File: src/rtl/regfile_wb_arbiter.sv
// regfile_wb_arbiter: round-robin arbiter for the register-file write port
// (WE3/A3/WD3), shared by the ALU (index 0), load unit (1) and debug port (2).
// Grants are combinational. The write port is driven from registers.
// A saturating counter records cycles in which two or more sources contend.
//
// Build option: define REGWB_DEBUG_PORT_EN to include the debug port in the
// rotation. When it is undefined, the debug port is ignored and the pointer
// alternates between the ALU and the load unit only.
module regfile_wb_arbiter #(
    parameter int N_REQ = 3,
    parameter int CNT_W = 16
) (
    input  logic             clk,
    input  logic             reset,
    input  logic             alu_req,
    input  logic [4:0]       alu_a3,
    input  logic [31:0]      alu_wd,
    output logic             alu_gnt,
    input  logic             ld_req,
    input  logic [4:0]       ld_a3,
    input  logic [31:0]      ld_wd,
    output logic             ld_gnt,
    input  logic             dbg_req,
    input  logic [4:0]       dbg_a3,
    input  logic [31:0]      dbg_wd,
    output logic             dbg_gnt,
    output logic             we3,
    output logic [4:0]       a3,
    output logic [31:0]      wd3,
    output logic [CNT_W-1:0] conflict_cnt
);

`ifdef REGWB_DEBUG_PORT_EN
    localparam logic DBG_EN = 1'b1;
`else
    localparam logic DBG_EN = 1'b0;
`endif

    logic [N_REQ-1:0] req;
    logic [N_REQ-1:0] gnt;
    logic [1:0]       win;
    logic             any_gnt;
    logic [4:0]       win_a3;
    logic [31:0]      win_wd;
    logic             conflict;

    logic [1:0]       ptr_q, ptr_d;
    logic             we3_q, we3_d;
    logic [4:0]       a3_q, a3_d;
    logic [31:0]      wd3_q, wd3_d;
    logic [CNT_W-1:0] cnt_q, cnt_d;

    // The debug request is masked here, so a disabled port can neither win nor count as contention.
    assign req = {dbg_req & DBG_EN, ld_req, alu_req};

    // Search for the winner in the order ptr, ptr+1, ptr+2 (mod 3); reset blocks all grants.
    always_comb begin
        logic [2:0] sum;
        logic [1:0] idx;
        gnt     = '0;
        win     = 2'd0;
        any_gnt = 1'b0;
        for (int k = 0; k < 3; k++) begin
            sum = {1'b0, ptr_q} + 3'(k);
            if (sum >= 3'd3) sum = sum - 3'd3;
            idx = sum[1:0];
            if (!any_gnt && !reset && req[idx]) begin
                gnt[idx] = 1'b1;
                win      = idx;
                any_gnt  = 1'b1;
            end
        end
    end

    // Select the address and data of the winning source.
    always_comb begin
        win_a3 = alu_a3;
        win_wd = alu_wd;
        case (win)
            2'd1:    begin win_a3 = ld_a3;  win_wd = ld_wd;  end
            2'd2:    begin win_a3 = dbg_a3; win_wd = dbg_wd; end
            default: begin win_a3 = alu_a3; win_wd = alu_wd; end
        endcase
    end

    assign conflict = (req[0] & req[1]) | (req[0] & req[2]) | (req[1] & req[2]);

    // Compute the next state of the pointer, the write-port registers and the contention counter.
    always_comb begin
        ptr_d = ptr_q;
        if (any_gnt) begin
`ifdef REGWB_DEBUG_PORT_EN
            ptr_d = (win == 2'd2) ? 2'd0 : win + 2'd1;
`else
            ptr_d = {1'b0, ~win[0]};
`endif
        end
        we3_d = any_gnt && (win_a3 != 5'd0);
        a3_d  = any_gnt ? win_a3 : a3_q;
        wd3_d = any_gnt ? win_wd : wd3_q;
        cnt_d = cnt_q;
        if (conflict && (cnt_q != {CNT_W{1'b1}}))
            cnt_d = cnt_q + 1'b1;
    end

    // Register the state, with a synchronous clear on reset.
    always_ff @(posedge clk) begin
        if (reset) begin
            ptr_q <= 2'd0;
            we3_q <= 1'b0;
            a3_q  <= 5'd0;
            wd3_q <= 32'd0;
            cnt_q <= '0;
        end else begin
            ptr_q <= ptr_d;
            we3_q <= we3_d;
            a3_q  <= a3_d;
            wd3_q <= wd3_d;
            cnt_q <= cnt_d;
        end
    end

    assign alu_gnt      = gnt[0];
    assign ld_gnt       = gnt[1];
    assign dbg_gnt      = gnt[2];
    // If reset rises while a granted write is on the port, that write is dropped.
    assign we3          = we3_q & ~reset;
    assign a3           = a3_q;
    assign wd3          = wd3_q;
    assign conflict_cnt = cnt_q;

endmodule

File: config.mk
export PLATFORM = sky130hd
export DESIGN_NAME = regfile_wb_arbiter
export DESIGN_NICKNAME = d
export VERILOG_FILES = /design/src/rtl/regfile_wb_arbiter.sv
export SDC_FILE = /design/constraint.sdc
export NUM_CORES = 1
export LEC_CHECK = 0
export ABC_AREA = 0
export BUFFER_PORTS_ARGS = -buffer_cell sky130_fd_sc_hd__buf_2
export CELL_PAD_IN_SITES_DETAIL_PLACEMENT = 1
export CELL_PAD_IN_SITES_GLOBAL_PLACEMENT = 1
export CORE_UTILIZATION = 26
export DETAILED_ROUTE_END_ITERATION = 8
export PLACE_DENSITY = 0.76
export RECOVER_POWER = 50
export SETUP_SLACK_MARGIN = 0.02
export SYNTH_ARGS = -nofsm -noshare
export SYNTH_HDL_FRONTEND = slang
export SYNTH_SLANG_ARGS = --single-unit
File: constraint.sdc
create_clock -name clk -period 2.19 [get_ports clk]
set_input_delay 0.5475 -clock clk [delete_from_list [all_inputs] [get_ports clk]]
set_output_delay 0.5475 -clock clk [all_outputs]
set_load 0.1 [all_outputs]
==> impl_metrics.yaml <==
floorplan:
  start_util_pct: 27.3
  die_x_um: 104
  dieArea_sq_um: 10800
  fp-row-count: 36
  core_area_sq_um: 9910
  ios: 173
  die_h_um: 104
clock_network:
  clk_latency_ns: 0.32
  cts_max_level: 2
  clock_path_buffers: 2
  clkTransAtPathRegs_ns: 0.11
  cts_hold_buf: 0
  numClockSinks: 55
  cts_tree: "yes"
  numCtsBuffers: 5
  root_buffer: "clkbuf_8"
logic_synthesis:
  syn_inst: 324
  synthSimpleGateAreaFrac_pct: 16.8
  async_flop_share_pct: 0
  muxShareOfSynthArea_pct: 0.787
  ys_warn_count: 0
  synth_edf_count: 0
  synth-xor-area-share_pct: 0.324
  syn_avg_cell_area_sq_um: 8.34
  synth_area_sq_um: 2700
  ys_ff_latch: 55
  synth-compound-area-share_pct: 34.5
  synth_top_family_by_area: "compound AO/OA/AOI/OAI gates"
  synthAdderAreaFrac_pct: 1.39
  seq_area_frac_synth_pct: 40.7
  synth.distinct_cells: 39
  synth_top_flop_cell: "dfxtp_1"
pwr:
  power_switching_mw: 1.18
  power_density_nw_per_um2: 695
  switching_share_pct: 43.0
  clock_power_share_pct: 22.3
  p_int_mw: 1.56
  seqPwrFrac_pct: 40.4
  max-vdd-ir-drop_mv: 0.272
  p_comb_share_pct: 37.3
  leakage_nw: 1.74
hold_path:
  worstHoldStart: "wd3[21]$_SDFFE_PP0P_"
  whs_path_depth: 2
  hold-path-endpoint: "wd3[21]$_SDFFE_PP0P_"
  hp-class: "reg -> reg"
layout:
  seq_area_sq_um: 1130
  fin_nets: 616
  fillers: 1251
  multi_input_area_sq_um: 1480
  drive_gt1_share_pct: 46.0
  syn_to_final_growth_pct: 46.0
  antenna_cells: 0
route:
  wirelength_mm: 10.0
  ant_nets: 0
  drt-wirelength-per-cell_um: 15.8
  vias_per_cell: 5.07
  drtPass1Iterations: 4
  drtIter0Drc: 55
  drc: 0
  vias: 3197
critical_path:
  cp-end-kind: "output port"
  rr_endpoint: "we3_q$_SDFF_PP0_"
  crit_type: "in -> out"
  r2r_slack_ns: 0.22
  crit_fanout: 19
  cp-start-kind: "input pin"
  worstRegToRegCells: 8
  worstPathRequired_ns: 1.64
  crit_arrival_ns: 1.44
  worstReg2RegStart: "ptr_q[0]$_SDFFE_PP0P_"
global_routing:
  overflow: 0
  grt_usage_pct: 18.8
  grt_pass1_wl_mm: 16.4
  grt_pass1_vias: 3311
  antenna_found_initial: 0
  grt_max_degree: 39
placement:
  dpl_worst_slack_ns: -0.143
  place.gp.congestion: 0.805
  place_hpwl_mm: 7.99
  numPortBuffers: 170
run_status:
  status: "finished clean"
job:
  maxCapViolCount: 0
timing:
  finalCritPeriodShare_pct: 90.9
  setup_viol: 0
  rsz0062_at_grt: "no"
  setup_tns_ns: 0
  hold_viol: 0
  fmax_mhz: 502
  fin_ws_ns: 0.198
  fin_crit_ns: 1.99
  skew_ns: 0.0180
  slew_headroom_pct: 9.01
  drv_slew: 0
  worst_pin_slew_ns: 1.36
through the flow:
step	utilization (%)	total power [mW]	instance area (sq um)	cells	hold slack, ns
2_1_floorplan	-	1.87	2740	325	0.454
3_3_place_gp	38.9	2.14	3850	623	0.431
3_5_place_dp	38.9	2.15	3850	623	0.441
4_1_cts	39.8	2.78	3950	631	0.468
5_1_grt	39.8	2.88	3950	631	0.490
6_report	39.8	2.74	3950	631	0.464
power groups by stage:
stage	clock network (mW)	logic [mW]	registers, mW
floorplan	0	0.253	1.62
global placement	0	1.01	1.13
detailed placement	0	1.02	1.13
CTS	0.645	1.03	1.11
global route	0.678	1.08	1.12
finish	0.610	1.02	1.11
registers in the layout, indices dropped and copies added (netlist names):
name,cells
wd3,32
conflict_cnt,16
a3,5
ptr_q,1
we3_q,1
Yosys cell counts (all sizes together) (3+ instances only):
cell    count  area (sq um)
nand3       5          25.0
inv         4          15.0
clkbuf     17          73.8
a221o      37           370
nor2        7          26.3
or4         5          41.3
a21oi      12          60.1
or3         7          48.8
ha          3          37.5
and3        3          18.8
dfxtp      55          1100
o21ai      82           410
nand2      42           158
o41ai       3          33.8
nand4       7          58.8
o31ai       4          30.0
buf         9          42.5
layer usage:
layer	track usage, %	share of wire, %	vias up
met3	4.01	5.5	12
met1	21.0	40	1491
met2	35.5	52	123
li1	-	-	1571
met4	5.61	1.8	0
met5	0	0	-
how the worst max path moves through the flow:
| stage | start | endpoint | slack [ns] | cells after the start |
|---|---|---|---|---|
| 2_1_floorplan | conflict_cnt[2]$_SDFFE_PP0P_ | conflict_cnt[14]$_SDFFE_PP0P_ | -0.02 | 4 |
| 3_3_place_gp | alu_req | we3_q$_SDFF_PP0_ | -0.11 | 9 |
| 3_5_place_dp | alu_req | we3_q$_SDFF_PP0_ | -0.14 | 9 |
| 4_1_cts | ptr_q[0]$_SDFFE_PP0P_ | we3_q$_SDFF_PP0_ | 0.13 | 8 |
| 5_1_grt | ptr_q[0]$_SDFFE_PP0P_ | we3_q$_SDFF_PP0_ | 0.05 | 8 |
| 6_report | reset | alu_gnt | 0.20 | 5 |
worst max-delay path, cell delays in order:
cell and delay (ns):
buf_2 0.11, buf_4 0.20, a21oi_1 0.17, and2_1 0.22
buf_12 0.19
logic make-up (layout without fill, tap and decap cells):
| group | after synthesis | count (layout) |
|---|---|---|
| multiplexers | 2 | 2 |
| buffers and inverters | 31 | 204 |
| flip-flops | 55 | 55 |
| other | 2 | 3 |
| AND/OR/NAND/NOR | 88 | 88 |
| adder cells (fa/ha/maj) | 3 | 3 |
| AO/OA/AOI/OAI | 142 | 142 |
| XOR/XNOR | 1 | 1 |
layout make-up:
type / count / share of cell area, %
Sequential cell: 55 / 28.7
Clock buffer: 5 / 1.74
Multi-Input combinational cell: 239 / 37.4
Timing Repair Buffer: 192 / 26.9
Inverter: 4 / 0.381
Tap cell: 133 / 4.22
Clock inverter: 3 / 0.666
placed cells by master (no fill, tap or decap), types with 3 or more instances in the layout:
cell type  netlist  routed
and3_1           3       3
nor2_1           7       7
or3_2            4       4
or4_1            4       4
dfxtp_4          0       4
or3_1            3       3
o21ai_0         82      81
o31ai_1          4       4
dfxtp_2          0      12
dfxtp_1         55      39
clkbuf_2         0      53
buf_4            2      22
conb_1           2       3
buf_2            1     114
a221o_1         37      37
a21oi_1         12      12
ha_1             3       3
inv_1            4       3
buf_12           0       3
nand3_1          5       5
clkbuf_8         1       5
nand2_1         42      42
nand4_1          6       6
repair_timing:
item	CTS	global route
setup endpoints to repair	0	5
setup buffers	0	0
gates resized for setup	0	1
(Power assumes the default switching activity.)
